**config.mk**
```make
export PLATFORM = sky130hd
export DESIGN_NAME = prog_loader_flat
export DESIGN_NICKNAME = d
export VERILOG_FILES = /design/src/rtl/prog_loader_if.sv /design/src/rtl/prog_loader.sv /design/src/flat_wrapper.sv
export SDC_FILE = /design/constraint.sdc
export NUM_CORES = 1
export LEC_CHECK = 0
export BUFFER_PORTS_ARGS = -buffer_cell sky130_fd_sc_hd__buf_4
export CAP_MARGIN = 20
export CORE_MARGIN = 4
export CORE_UTILIZATION = 30
export DETAILED_ROUTE_END_ITERATION = 8
export MAX_ROUTING_LAYER = met4
export PLACE_DENSITY = 0.56
export SLEW_MARGIN = 10
export SYNTH_ARGS = -nofsm -noshare
export SYNTH_HDL_FRONTEND = slang
export SYNTH_SLANG_ARGS = --single-unit
```
**constraint.sdc**
```tcl
create_clock -name clk -period 2.8 [get_ports clk]
set_clock_uncertainty 0.15 [all_clocks]
set_input_delay 0.56 -clock clk [delete_from_list [all_inputs] [get_ports clk]]
set_output_delay 0.56 -clock clk [all_outputs]
set_load 0.01 [all_outputs]
```
**src/rtl/prog_loader_if.sv**
```systemverilog
// Host byte stream and memory port bundle for the boot-time program loader.
// Latency: none (wires only).
// Backpressure: s_ready from the loader throttles the host; the memory side has none.
// Ports: s_valid/s_data/s_ready host bytes; mem_addr/mem_din/mem_we/mem_dout memory port.
// master = loader side, slave = host + memory side.
interface prog_loader_if #(
    parameter int ADDR_WIDTH = 16,
    parameter int REG_WIDTH  = 8
);
    logic                  s_valid;
    logic [REG_WIDTH-1:0]  s_data;
    logic                  s_ready;
    logic [ADDR_WIDTH-1:0] mem_addr;
    logic [REG_WIDTH-1:0]  mem_din;
    logic                  mem_we;
    logic [REG_WIDTH-1:0]  mem_dout;

    modport master (
        input  s_valid, s_data, mem_dout,
        output s_ready, mem_addr, mem_din, mem_we
    );

    modport slave (
        output s_valid, s_data, mem_dout,
        input  s_ready, mem_addr, mem_din, mem_we
    );
endinterface

```
**src/rtl/prog_loader.sv**
```systemverilog
// Boot-time loader: holds the core in reset, streams a host image into memory, optionally verifies it by checksum, then releases reset and fires trigger_program.
// Latency: start -> WRITE next cycle; L write cycles; L+1 verify cycles; RELEASE, TRIGGER, DONE one cycle apart.
// Backpressure: s_ready high only in WRITE; a missing s_valid stalls WRITE indefinitely without writing.
// Ports: clk, reset_n (async active-low); start/base_addr/length/verify_en session request;
//        bus (host stream + memory port); manual_mem, core_reset_n, trigger_program, busy, done, error status.
module prog_loader #(
    parameter int ADDR_WIDTH = 16,
    parameter int REG_WIDTH  = 8
) (
    input  logic                  clk,
    input  logic                  reset_n,
    input  logic                  start,
    input  logic [ADDR_WIDTH-1:0] base_addr,
    input  logic [ADDR_WIDTH-1:0] length,
    input  logic                  verify_en,
    prog_loader_if.master         bus,
    output logic                  manual_mem,
    output logic                  core_reset_n,
    output logic                  trigger_program,
    output logic                  busy,
    output logic                  done,
    output logic                  error
);

    typedef enum logic [2:0] {
        ST_IDLE,
        ST_WRITE,
        ST_VERIFY,
        ST_RELEASE,
        ST_TRIGGER,
        ST_DONE,
        ST_ERROR
    } state_t;

    state_t                state_q;
    logic [ADDR_WIDTH-1:0] base_q;
    logic [ADDR_WIDTH-1:0] len_q;
    logic                  verify_q;
    // addr_q/rem_q serve the write pass, then are reloaded for the read pass.
    logic [ADDR_WIDTH-1:0] addr_q;
    logic [ADDR_WIDTH-1:0] rem_q;
    logic [REG_WIDTH-1:0]  wsum_q;
    logic [REG_WIDTH-1:0]  rsum_q;
    logic [REG_WIDTH-1:0]  rsum_d;
    // A read was issued last cycle, so mem_dout carries its data now.
    logic                  rd_pend_q;
    logic                  s_ready_q;
    logic                  core_reset_n_q;
    logic                  manual_mem_q;
    logic                  trigger_q;
    logic                  busy_q;
    logic                  done_q;
    logic                  error_q;

    logic                  wr_fire;
    logic                  rd_issue;

    always_comb begin
        wr_fire  = s_ready_q && bus.s_valid;
        rd_issue = (state_q == ST_VERIFY) && (rem_q != '0);
        rsum_d   = rsum_q + (rd_pend_q ? bus.mem_dout : '0);
    end

    // Write strobe, data and address follow the accepted byte in the same cycle.
    assign bus.s_ready  = s_ready_q;
    assign bus.mem_we   = wr_fire;
    assign bus.mem_din  = wr_fire ? bus.s_data : '0;
    assign bus.mem_addr = (state_q == ST_WRITE || state_q == ST_VERIFY) ? addr_q : '0;

    assign manual_mem      = manual_mem_q;
    assign core_reset_n    = core_reset_n_q;
    assign trigger_program = trigger_q;
    assign busy            = busy_q;
    assign done            = done_q;
    assign error           = error_q;

    always_ff @(posedge clk or negedge reset_n) begin
        if (!reset_n) begin
            state_q        <= ST_IDLE;
            base_q         <= '0;
            len_q          <= '0;
            verify_q       <= 1'b0;
            addr_q         <= '0;
            rem_q          <= '0;
            wsum_q         <= '0;
            rsum_q         <= '0;
            rd_pend_q      <= 1'b0;
            s_ready_q      <= 1'b0;
            core_reset_n_q <= 1'b0;
            manual_mem_q   <= 1'b1;
            trigger_q      <= 1'b0;
            busy_q         <= 1'b0;
            done_q         <= 1'b0;
            error_q        <= 1'b0;
        end else begin
            trigger_q <= 1'b0;
            case (state_q)
                ST_IDLE, ST_DONE, ST_ERROR: begin
                    if (start) begin
                        base_q    <= base_addr;
                        len_q     <= length;
                        verify_q  <= verify_en;
                        addr_q    <= base_addr;
                        rem_q     <= length;
                        wsum_q    <= '0;
                        rsum_q    <= '0;
                        rd_pend_q <= 1'b0;
                        busy_q    <= 1'b1;
                        done_q    <= 1'b0;
                        error_q   <= 1'b0;
                        if (length == '0) begin
                            // Nothing to load: release the core straight away.
                            state_q        <= ST_RELEASE;
                            core_reset_n_q <= 1'b1;
                            manual_mem_q   <= 1'b0;
                        end else begin
                            state_q        <= ST_WRITE;
                            s_ready_q      <= 1'b1;
                            core_reset_n_q <= 1'b0;
                            manual_mem_q   <= 1'b1;
                        end
                    end
                end

                ST_WRITE: begin
                    if (wr_fire) begin
                        addr_q <= addr_q + ADDR_WIDTH'(1);
                        rem_q  <= rem_q - ADDR_WIDTH'(1);
                        wsum_q <= wsum_q + bus.s_data;
                        if (rem_q == ADDR_WIDTH'(1)) begin
                            s_ready_q <= 1'b0;
                            if (verify_q) begin
                                state_q <= ST_VERIFY;
                                addr_q  <= base_q;
                                rem_q   <= len_q;
                            end else begin
                                state_q        <= ST_RELEASE;
                                core_reset_n_q <= 1'b1;
                                manual_mem_q   <= 1'b0;
                            end
                        end
                    end
                end

                ST_VERIFY: begin
                    rsum_q    <= rsum_d;
                    rd_pend_q <= rd_issue;
                    if (rd_issue) begin
                        addr_q <= addr_q + ADDR_WIDTH'(1);
                        rem_q  <= rem_q - ADDR_WIDTH'(1);
                    end else if (rsum_d == wsum_q) begin
                        // Compare cycle: rsum_d already includes the final read byte.
                        state_q        <= ST_RELEASE;
                        core_reset_n_q <= 1'b1;
                        manual_mem_q   <= 1'b0;
                    end else begin
                        // Core stays in reset and the loader keeps the memory port.
                        state_q <= ST_ERROR;
                        busy_q  <= 1'b0;
                        error_q <= 1'b1;
                    end
                end

                ST_RELEASE: begin
                    state_q   <= ST_TRIGGER;
                    trigger_q <= 1'b1;
                end

                ST_TRIGGER: begin
                    state_q <= ST_DONE;
                    busy_q  <= 1'b0;
                    done_q  <= 1'b1;
                end

                default: begin
                    state_q <= ST_IDLE;
                end
            endcase
        end
    end

endmodule

```
**src/flat_wrapper.sv**
```systemverilog
// flat-port wrapper written by rule: the top's interface ports become plain ports
module prog_loader_flat 
#(
    parameter int ADDR_WIDTH = 16,
    parameter int REG_WIDTH  = 8
)
  (clk, reset_n, start, base_addr, length, verify_en, manual_mem, core_reset_n, trigger_program, busy, done, error, bus_s_valid, bus_s_data, bus_mem_dout, bus_s_ready, bus_mem_addr, bus_mem_din, bus_mem_we);
  prog_loader_if #(.ADDR_WIDTH(ADDR_WIDTH), .REG_WIDTH(REG_WIDTH)) bus_i ();
  input  logic clk;
  input  logic reset_n;
  input  logic start;
  input  logic [ADDR_WIDTH-1:0] base_addr;
  input  logic [ADDR_WIDTH-1:0] length;
  input  logic verify_en;
  output logic manual_mem;
  output logic core_reset_n;
  output logic trigger_program;
  output logic busy;
  output logic done;
  output logic error;
  input wire logic [$bits(bus_i.s_valid)-1:0] bus_s_valid;
  input wire logic [$bits(bus_i.s_data)-1:0] bus_s_data;
  input wire logic [$bits(bus_i.mem_dout)-1:0] bus_mem_dout;
  output wire logic [$bits(bus_i.s_ready)-1:0] bus_s_ready;
  output wire logic [$bits(bus_i.mem_addr)-1:0] bus_mem_addr;
  output wire logic [$bits(bus_i.mem_din)-1:0] bus_mem_din;
  output wire logic [$bits(bus_i.mem_we)-1:0] bus_mem_we;
  assign bus_i.s_valid = bus_s_valid;
  assign bus_i.s_data = bus_s_data;
  assign bus_i.mem_dout = bus_mem_dout;
  assign bus_s_ready = bus_i.s_ready;
  assign bus_mem_addr = bus_i.mem_addr;
  assign bus_mem_din = bus_i.mem_din;
  assign bus_mem_we = bus_i.mem_we;
  prog_loader #(.ADDR_WIDTH(ADDR_WIDTH), .REG_WIDTH(REG_WIDTH)) u_core (.clk(clk), .reset_n(reset_n), .start(start), .base_addr(base_addr), .length(length), .verify_en(verify_en), .bus(bus_i), .manual_mem(manual_mem), .core_reset_n(core_reset_n), .trigger_program(trigger_program), .busy(busy), .done(done), .error(error));
endmodule
```
# After elaboration in Yosys (flattened, before gate mapping)
# Index checks and enable logic that the tools add are counted.
# totals
mem_bits_rw	0
output_inout_bits	32
word_cells	118
mem_bits_ro	0
inputBits	53
memories	0
regBits	92
latch_bits	0
# op_classes
order_cmp	0
shifts	0
add_sub_neg	4
mul	0
eq_ne	17
n_div	0
n_reduce_logical	22
n_mux	59
bitwise	0
# op_table
op	n
16-bit two-way mux	11
16-bit case mux with 3 select lines	2
8-bit two-way mux	4
8-bit case mux with 2 select lines	2
1-bit two-way mux	26
16-bit by 1-bit adder with 16-bit output, second input constant	1
8-bit adder	2
16-bit by 1-bit == test with 1-bit output, second input constant	1
16-bit logical NOT	1
4-bit AND reduction	4
16-bit nonzero test	1
16-bit by 1-bit subtractor with 16-bit output, second input constant	1
3-bit two-way mux	5
3-bit case mux with 5 select lines	1
2-bit != test, second input constant	7
3-bit == test, second input constant	3
1-bit case mux with 3 select lines	3
8-bit == test	1
1-bit case mux with 2 select lines	4
7-bit AND reduction	1
3-bit by 2-bit == test with 1-bit output, second input constant	2
2-bit AND reduction	3
2-bit nonzero test	3
3-bit nonzero test	2
9 further kinds	11

# Longest topological paths before layout
# Gate-level depths: netlist (run 1).
# logic_depth
word_depth	6
ltp_mapped	11
depth_no_buf	11

# Worst setup path before layout (run 1)
# Ideal clock, no wire load.
# synth_path
path_type	input -> register
start	in bus_mem_dout[0]
end	reg u_core.state_q[2]
slack_ns	-0.187
setup_time_ns	0.135
t_arrival_ns	2.701
n_path_buf	0
path_stages	11
cell_sequence	and2_1 > ha_1 > inv_1 > fa_1 > xor2_1 > xnor2_1 > nor4b_2 > mux2i_1 > or4_1 > nor2_1 > a31oi_1
# synth_via
elab_chain_len	6
# synth_rtl
item	line	rtl
from (decl)	flat_wrapper.sv:23	input wire logic [$bits(bus_i.mem_dout)-1:0] bus_mem_dout;
8-bit two-way mux	prog_loader.sv:61	rsum_d = rsum_q + (rd_pend_q ? bus.mem_dout : '0);
8-bit adder	prog_loader.sv:61	
8-bit == test	prog_loader.sv:151	end else if (rsum_d == wsum_q) begin
3-bit two-way mux	prog_loader.sv:151	
3-bit two-way mux	prog_loader.sv:148	if (rd_issue) begin
3-bit case mux with 5 select lines	prog_loader.sv:97	case (state_q)
to (signal assigned)	prog_loader.sv:153	state_q <= ST_RELEASE;
to (signal assigned)	prog_loader.sv:158	state_q <= ST_ERROR;
to (signal assigned)	prog_loader.sv:165	state_q <= ST_TRIGGER;
to (decl)	prog_loader.sv:35	state_t state_q;
# Every way passes these cells. The select of a mux whose other input is x is not followed.
# A chain may end at the register's enable or synchronous reset.

# Final worst setup path (run 1)
# layout_path
start	reg u_core.rd_pend_q
end	reg u_core.error_q (netlist: u_core.error)
# layout_via
elab_chain_len	5
# layout_rtl
item	line	rtl
from (decl)	prog_loader.sv:46	logic rd_pend_q;
from (signal assigned)	prog_loader.sv:147	rd_pend_q <= rd_issue;
8-bit two-way mux	prog_loader.sv:61	
8-bit adder	prog_loader.sv:61	
8-bit == test	prog_loader.sv:151	
2-bit != test (no source line)	--	
4-bit AND reduction (no source line)	--	
to (signal assigned)	prog_loader.sv:94	error_q <= 1'b0;
to (signal assigned)	prog_loader.sv:110	error_q <= 1'b0;
to (signal assigned)	prog_loader.sv:160	error_q <= 1'b1;
to (decl)	prog_loader.sv:53	logic error_q;
# Every way passes these cells.

==> results.yml, run 1 <==
cts:
  clkLatencyLatePin_ns: 0.36
  cts_tree: "yes"
  cts.htree.levels: 3
  ctsHoldBuffers: 0
  path_clk_slew_ns: 0.06
  cts_buffer_depth: 2
  cts_made_buffers: 9
  clock-sinks: 92
  cts-root-buf: "clkbuf_16"
placed_design:
  place_inst: 920
  dpl_cell_area_mm2: 0.00672
  place.gp.congestion: 0.814
  place.port_buffers: 84
  dpl_worst_slack_ns: -0.280
  hpwl_um: 11200
critical_path:
  critPathMaxStageDelay_ns: 0.47
  setup.worst_path.class: "flip-flop to flip-flop"
  reg2reg_slack_ns: -0.04
  crit_required_ns: 2.87
  path_max_fanout: 4
  slowest_stage: "or4_4"
  critical_path_buf_inv_count: 1
  endpoint_kind: "flip-flop"
  ff2ff_path_depth: 11
  reg2reg_to: "u_core.error"
  cp_cell_sequence: "and2_4 -> ha_4 -> inv_2 -> fa_2 -> xor2_2 -> xnor2_2 -> nor4b_2 -> mux2i_1 -> or4_4 -> o21ai_1 -> a31oi_1"
  worstPathArrival_ns: 2.91
  worstReg2RegStart: "u_core.rd_pend_q"
  cp-start-kind: "flip-flop"
  path_delay_family: "simple AND/OR/NAND/NOR gates"
  cp.depth: 11
grt:
  gr-total-overflow: 0
  grt_pass1_wl_um: 25300
  grt_start_max_net_pins: 65
  grt_use_total_pct: 15.7
  grt_pass1_vias: 4971
  antenna_found_initial: 0
layout:
  stdcell_count: 942
  fill_cells: 1805
  final_nets: 780
  syn_to_final_growth_pct: 28.5
  postLayoutCellArea_mm2: 0.00716
  antennaDiodeCount: 0
  layout-drive-gt1-share_pct: 29.7
die:
  dieArea_mm2: 0.0208
  initial_core_util_pct: 30.8
  die_x_um: 144
  io_pins: 85
  die_h_um: 144
  core-area_mm2: 0.0181
  rows: 49
synthesis:
  synth-xor-area-share_pct: 3.95
  synth_area_leaders: "dfrtp_1 (41%), mux2_2 (6.7%), o21ai_0 (6.1%), ha_1 (3.8%), nor2_1 (3.4%)"
  synth_top_family_by_area: "compound AO/OA/AOI/OAI gates"
  synth.most_common_cell: "dfrtp_1"
  ys_ff_latch: 92
  syn_nets: 678
  synth_edf_count: 0
  synthAdderAreaFrac_pct: 4.72
  synth-seq-area-share_pct: 41.4
  synth.top_cells.by_count: "dfrtp_1 (91), o21ai_0 (68), nor2_1 (51)"
  yosysWarnings: 0
  netlist_area_mm2: 0.00557
  avgSynthCellArea_um2: 9.19
  yosys.cell_types.count: 60
  netlist.area_leader.share_pct: 40.9
  synth-compound-area-share_pct: 19.8
  async_reset_ff_share_pct: 100
  yosysTopAreaCell: "dfrtp_1"
  yosys_most_used_dff: "dfrtp_1"
  synthMuxAreaShare_pct: 7.21
  synth-simple-area-share_pct: 18.6
  postSynthCellCount: 606
timing:
  setup_viol: 2
  worst_slack_ns: -0.0417
  slew_headroom_pct: 57.9
  setup-tns-final_ns: -0.0662
  post-route-period-util_pct: 101
  worst_pin_slew_ns: 0.625
  fin_crit_ns: 2.84
  finalMaxSlewViolations: 0
  hold_viol: 0
  rsz0062_at_grt: "yes"
  max_freq_mhz: 352
drt:
  wl_per_cell_um: 16.8
  antenna_left: 0
  drtIter0Drc: 237
  first_pass_iters: 7
  num_vias: 5001
  drc: 0
  via_per_inst: 5.31
  wl_um: 15800
power:
  ir_worst_vdd_mv: 0.681
  p_leak_nw: 3.23
  power.total_mw: 8.59
  power_density_mw_per_mm2: 1200
run_status:
  violations: "setup timing"
  status: "finished with violations"
min_path:
  hold_path_class: "input pin to asynchronous set/reset pin"
job:
  cap_viol_max_count: 0
-- area by class of cell --
type | count | area [µm²] | share of cell area, %
clock buffer | 12 | 256 | 3.58
clock inverter | 4 | 31.3 | 0.437
inverter | 23 | 86.3 | 1.21
multi-input combinational | 457 | 3180 | 44.4
sequential | 92 | 2300 | 32.2
tap | 229 | 287 | 4.00
timing repair buffer | 125 | 1010 | 14.2
-- layout by cell type (no fill, tap or decap), types with 6 or more instances in the layout --
cell,netlist,final
a222oi_1,9,9
and3_1,24,24
inv_1,21,20
buf_12,0,6
and2_1,7,6
mux2_2,33,33
a221oi_1,11,11
o21ai_0,68,67
a31oi_1,11,11
dfrtp_1,91,91
xor2_1,11,8
ha_1,17,14
nor2_1,51,49
nor4_1,12,10
a21oi_1,38,36
nand3_1,26,25
nand2_1,37,36
xnor2_1,9,7
nor3_1,15,15
a22o_1,9,9
buf_4,0,119
clkbuf_16,0,9
o21ai_1,6,6
-- routing by layer --
layer / track usage (%) / vias to the layer above / part of all wire, %
li1: - / 2432 / -
met1: 20.3 / 2435 / 46
met2: 25.3 / 123 / 48
met3: 3.31 / 11 / 4.7
met4: 3.78 / 0 / 0.84
met5: - / - / 0
-- kinds of logic (layout without fill, tap and decap cells) --
logic type | Yosys count | count (layout)
DFF | 92 | 92
AOI/OAI and AO/OA | 179 | 179
buffers and inverters | 57 | 164
adders and majority gates | 20 | 20
and+or+nand+nor | 200 | 200
muxes | 36 | 36
xor gates and xnor gates | 22 | 22
-- worst max-delay path by stage --
stage	from	to	slack, ns
2_1_floorplan	bus_mem_dout[0]	u_core.state_q[2]	0.0008
6_report	u_core.rd_pend_q	u_core.error	-0.04
3_5_place_dp	bus_mem_dout[0]	u_core.state_q[2]	-0.28
5_1_grt	u_core.rd_pend_q	u_core.error	-0.17
3_3_place_gp	bus_mem_dout[0]	u_core.state_q[2]	-0.23
4_1_cts	u_core.rd_pend_q	u_core.manual_mem	0.008
-- through the flow --
stage               utilization, %  hold slack, ns
floorplan                        -           0.114
global placement              37.1           0.338
detailed placement            37.1           0.340
CTS                           38.9          0.0774
global route                  39.6           0.101
finish                        39.6          0.0607
-- state kept, by name, summed over array words and instances (netlist names), 3 cells and up --
register / flops
u_core.addr_q: 16
u_core.base_q: 16
u_core.len_q: 16
u_core.rem_q: 16
u_core.rsum_q: 8
u_core.wsum_q: 8
u_core.state_q: 3
-- where the power goes --
group          internal, mW  switching (mW)
logic                  2.26            2.54
clock network         0.656           0.533
registers              2.00           0.597
total                  4.91            3.67
-- worst register-to-register path, stage by stage (launching register included) --
cell	delay, ns
dfrtp_1	0.40
and2_4	0.17
ha_4	0.13
inv_2	0.04
fa_2	0.37
xor2_2	0.21
xnor2_2	0.17
nor4b_2	0.22
mux2i_1	0.15
or4_4	0.47
o21ai_1	0.15
a31oi_1	0.09
-- what timing repair did --
item,in CTS,in global routing
endpoints found under the setup margin,4,12
pin swaps,1,3
resized for setup,3,17
cloned,0,0
buffers inserted,2,4
(Power assumes the default switching activity.)
==> inputs of run 2 (changes only) <==
- CELL_PAD_IN_SITES_DETAIL_PLACEMENT: unset -> 0
- CELL_PAD_IN_SITES_GLOBAL_PLACEMENT: unset -> 1
- PLACE_DENSITY: 0.56 -> 0.68
==> run 2 against run 1 <==
First-iteration DRC count increased by 34%. Core utilization decreased by 0.24 points. The flow still finishes with violations (setup timing). Count of clock-buffer cells in the layout down 2. Critical path type unchanged. Sequential cell count is the same. Die area unchanged. Register-to-register slack barely moved. Total power down 0.12%. Clock power increased by 7%. Non-clock buffer count down 2.
==> results.yml, run 2 (synthesis gave the netlist of run 1 again) <==
critical_path:
  worstReg2RegStart: "u_core.rd_pend_q"
  path_max_fanout: 5
  reg2reg_to: "u_core.state_q[2]"
  worstPathArrival_ns: 2.91
  ff2ff_path_depth: 11
  endpoint: "u_core.state_q[2]"
  crit_start: "u_core.rd_pend_q"
  reg2reg_slack_ns: -0.04
  cp-start-kind: "flip-flop"
  endpoint_kind: "flip-flop"
  setup.worst_path.class: "flip-flop to flip-flop"
  crit_required_ns: 2.87
drt:
  num_vias: 5044
  via_per_inst: 5.37
  wl_um: 16200
  antenna_left: 0
  first_pass_iters: 6
  wl_per_cell_um: 17.3
  drtIter0Drc: 318
  drc: 0
layout:
  utilization_pct: 39.3
  fill_cells: 1798
  final_common_cell: "buf_4"
  multi_input_area_mm2: 0.00313
  antennaDiodeCount: 0
  syn_to_final_growth_pct: 27.7
  postLayoutCellArea_mm2: 0.00712
  stdcell_count: 939
  layout_common_cells: "buf_4 (116), dfrtp_1 (89), o21ai_0 (67)"
  layout-drive-gt1-share_pct: 28.7
  final_nets: 778
  regArea_mm2: 0.00231
power:
  p_leak_nw: 3.21
  ir_worst_vdd_mv: 0.435
  power_density_mw_per_mm2: 1210
timing:
  hold_viol: 0
  fin_crit_ns: 2.84
  rsz0062_at_grt: "yes"
  worst_pin_slew_ns: 0.640
  post-route-period-util_pct: 102
  max_freq_mhz: 352
  worst_slack_ns: -0.0438
  setup_viol: 3
  finalMaxSlewViolations: 0
  slew_headroom_pct: 57.0
die:
  io_pins: 85
  rows: 49
  die_h_um: 144
  initial_core_util_pct: 30.8
  core-area_mm2: 0.0181
  die_x_um: 144
  dieArea_mm2: 0.0208
cts:
  clock-sinks: 92
  cts_buffer_depth: 2
  cts_tree: "yes"
  path_clk_slew_ns: 0.07
  ctsHoldBuffers: 0
  cts.htree.levels: 3
  cts_made_buffers: 9
  cts-root-buf: "clkbuf_16"
  clkLatencyLatePin_ns: 0.35
placed_design:
  place.gp.congestion: 0.842
  hpwl_um: 11700
  dpl_cell_area_mm2: 0.00674
  place.port_buffers: 84
  dpl_worst_slack_ns: -0.237
  place_inst: 922
run_status:
  violations: "setup timing"
  status: "finished with violations"
job:
  cap_viol_max_count: 0
grt:
  gr-total-overflow: 0
  grt_use_total_pct: 16.4
  grt_start_max_net_pins: 43
  antenna_found_initial: 0
  grt_pass1_vias: 4994
  grt_pass1_wl_um: 26300
min_path:
  hold_path_class: "input pin to asynchronous set/reset pin"
-- run 2: changes by cell type in the layout (fill, tap and decap cells not counted), moves of 2 or more --
cell | previous run | this run
buf_4 | 119 | 116
a21oi_1 | 36 | 38
a21oi_2 | 3 | 1
clkinv_4 | 2 | 0
dfrtp_1 | 91 | 89
dfrtp_2 | 0 | 2
-- run 2: per-stage QoR --
step / setup TNS (ns) / hold slack (ns) / power, mW
global placement: -0.802 / 0.326 / 7.06
floorplan: 0 / 0.114 / 5.54
CTS: -0.127 / 0.0421 / 8.55
global route: -0.760 / 0.0544 / 9.29
detailed placement: -0.955 / 0.327 / 7.18
finish: -0.106 / 0.0335 / 8.58
-- run 2: where the power goes --
group          switching [mW]  leakage, nW  internal, mW
clock                   0.557        0.145         0.717
sequential              0.598         1.13          2.00
combinational            2.50         1.94          2.20
-- run 2: critical path, cell delays in order (launching register included) --
cell	delay, ns
dfrtp_2	0.44
and2_4	0.18
ha_4	0.16
inv_2	0.05
fa_2	0.23
nor2b_2	0.05
o31a_1	0.29
o22ai_2	0.12
xnor3_1	0.26
or4_4	0.56
nor2_4	0.13
a31oi_1	0.09
-- run 2: how the worst min path moves through the flow --
| stage | start | endpoint | slack, ns | cells past startpoint |
|---|---|---|---|---|
| after floorplan | reset_n | u_core.addr_q[0] | 0.11 | 0 |
| after global placement | u_core.done | u_core.done | 0.33 | 2 |
| after detailed placement | u_core.done | u_core.done | 0.33 | 2 |
| after CTS | reset_n | u_core.base_q[2] | 0.04 | 1 |
| after global routing | reset_n | u_core.base_q[2] | 0.05 | 1 |
| final | reset_n | u_core.base_q[2] | 0.03 | 1 |
-- run 2: final cells by class --
| cell class | count | share of cell area, % |
|---|---|---|
| Clock buffer | 10 | 3.36 |
| Clock inverter | 5 | 0.844 |
| Tap cell | 229 | 4.03 |
| Timing Repair Buffer | 123 | 14.2 |
| Sequential cell | 92 | 32.4 |
| Multi-Input combinational cell | 457 | 43.9 |
| Inverter | 23 | 1.21 |
-- run 2: layer usage --
metal | global-route usage, % | vias to the layer above | wire (µm)
met4 | 3.63 | 0 | 180
met2 | 26.4 | 130 | 7690
li1 | - | 2425 | -
met3 | 3.24 | 16 | 823
met5 | - | - | 0
met1 | 21.5 | 2473 | 7510
-- run 2: repair_timing --
item	4_1_cts	5_1_grt
gates cloned	0	0
resized for setup	4	10
endpoints found under the hold margin	0	0
setup buffers	0	2
endpoints found under the setup margin	4	12
pin swaps	1	3
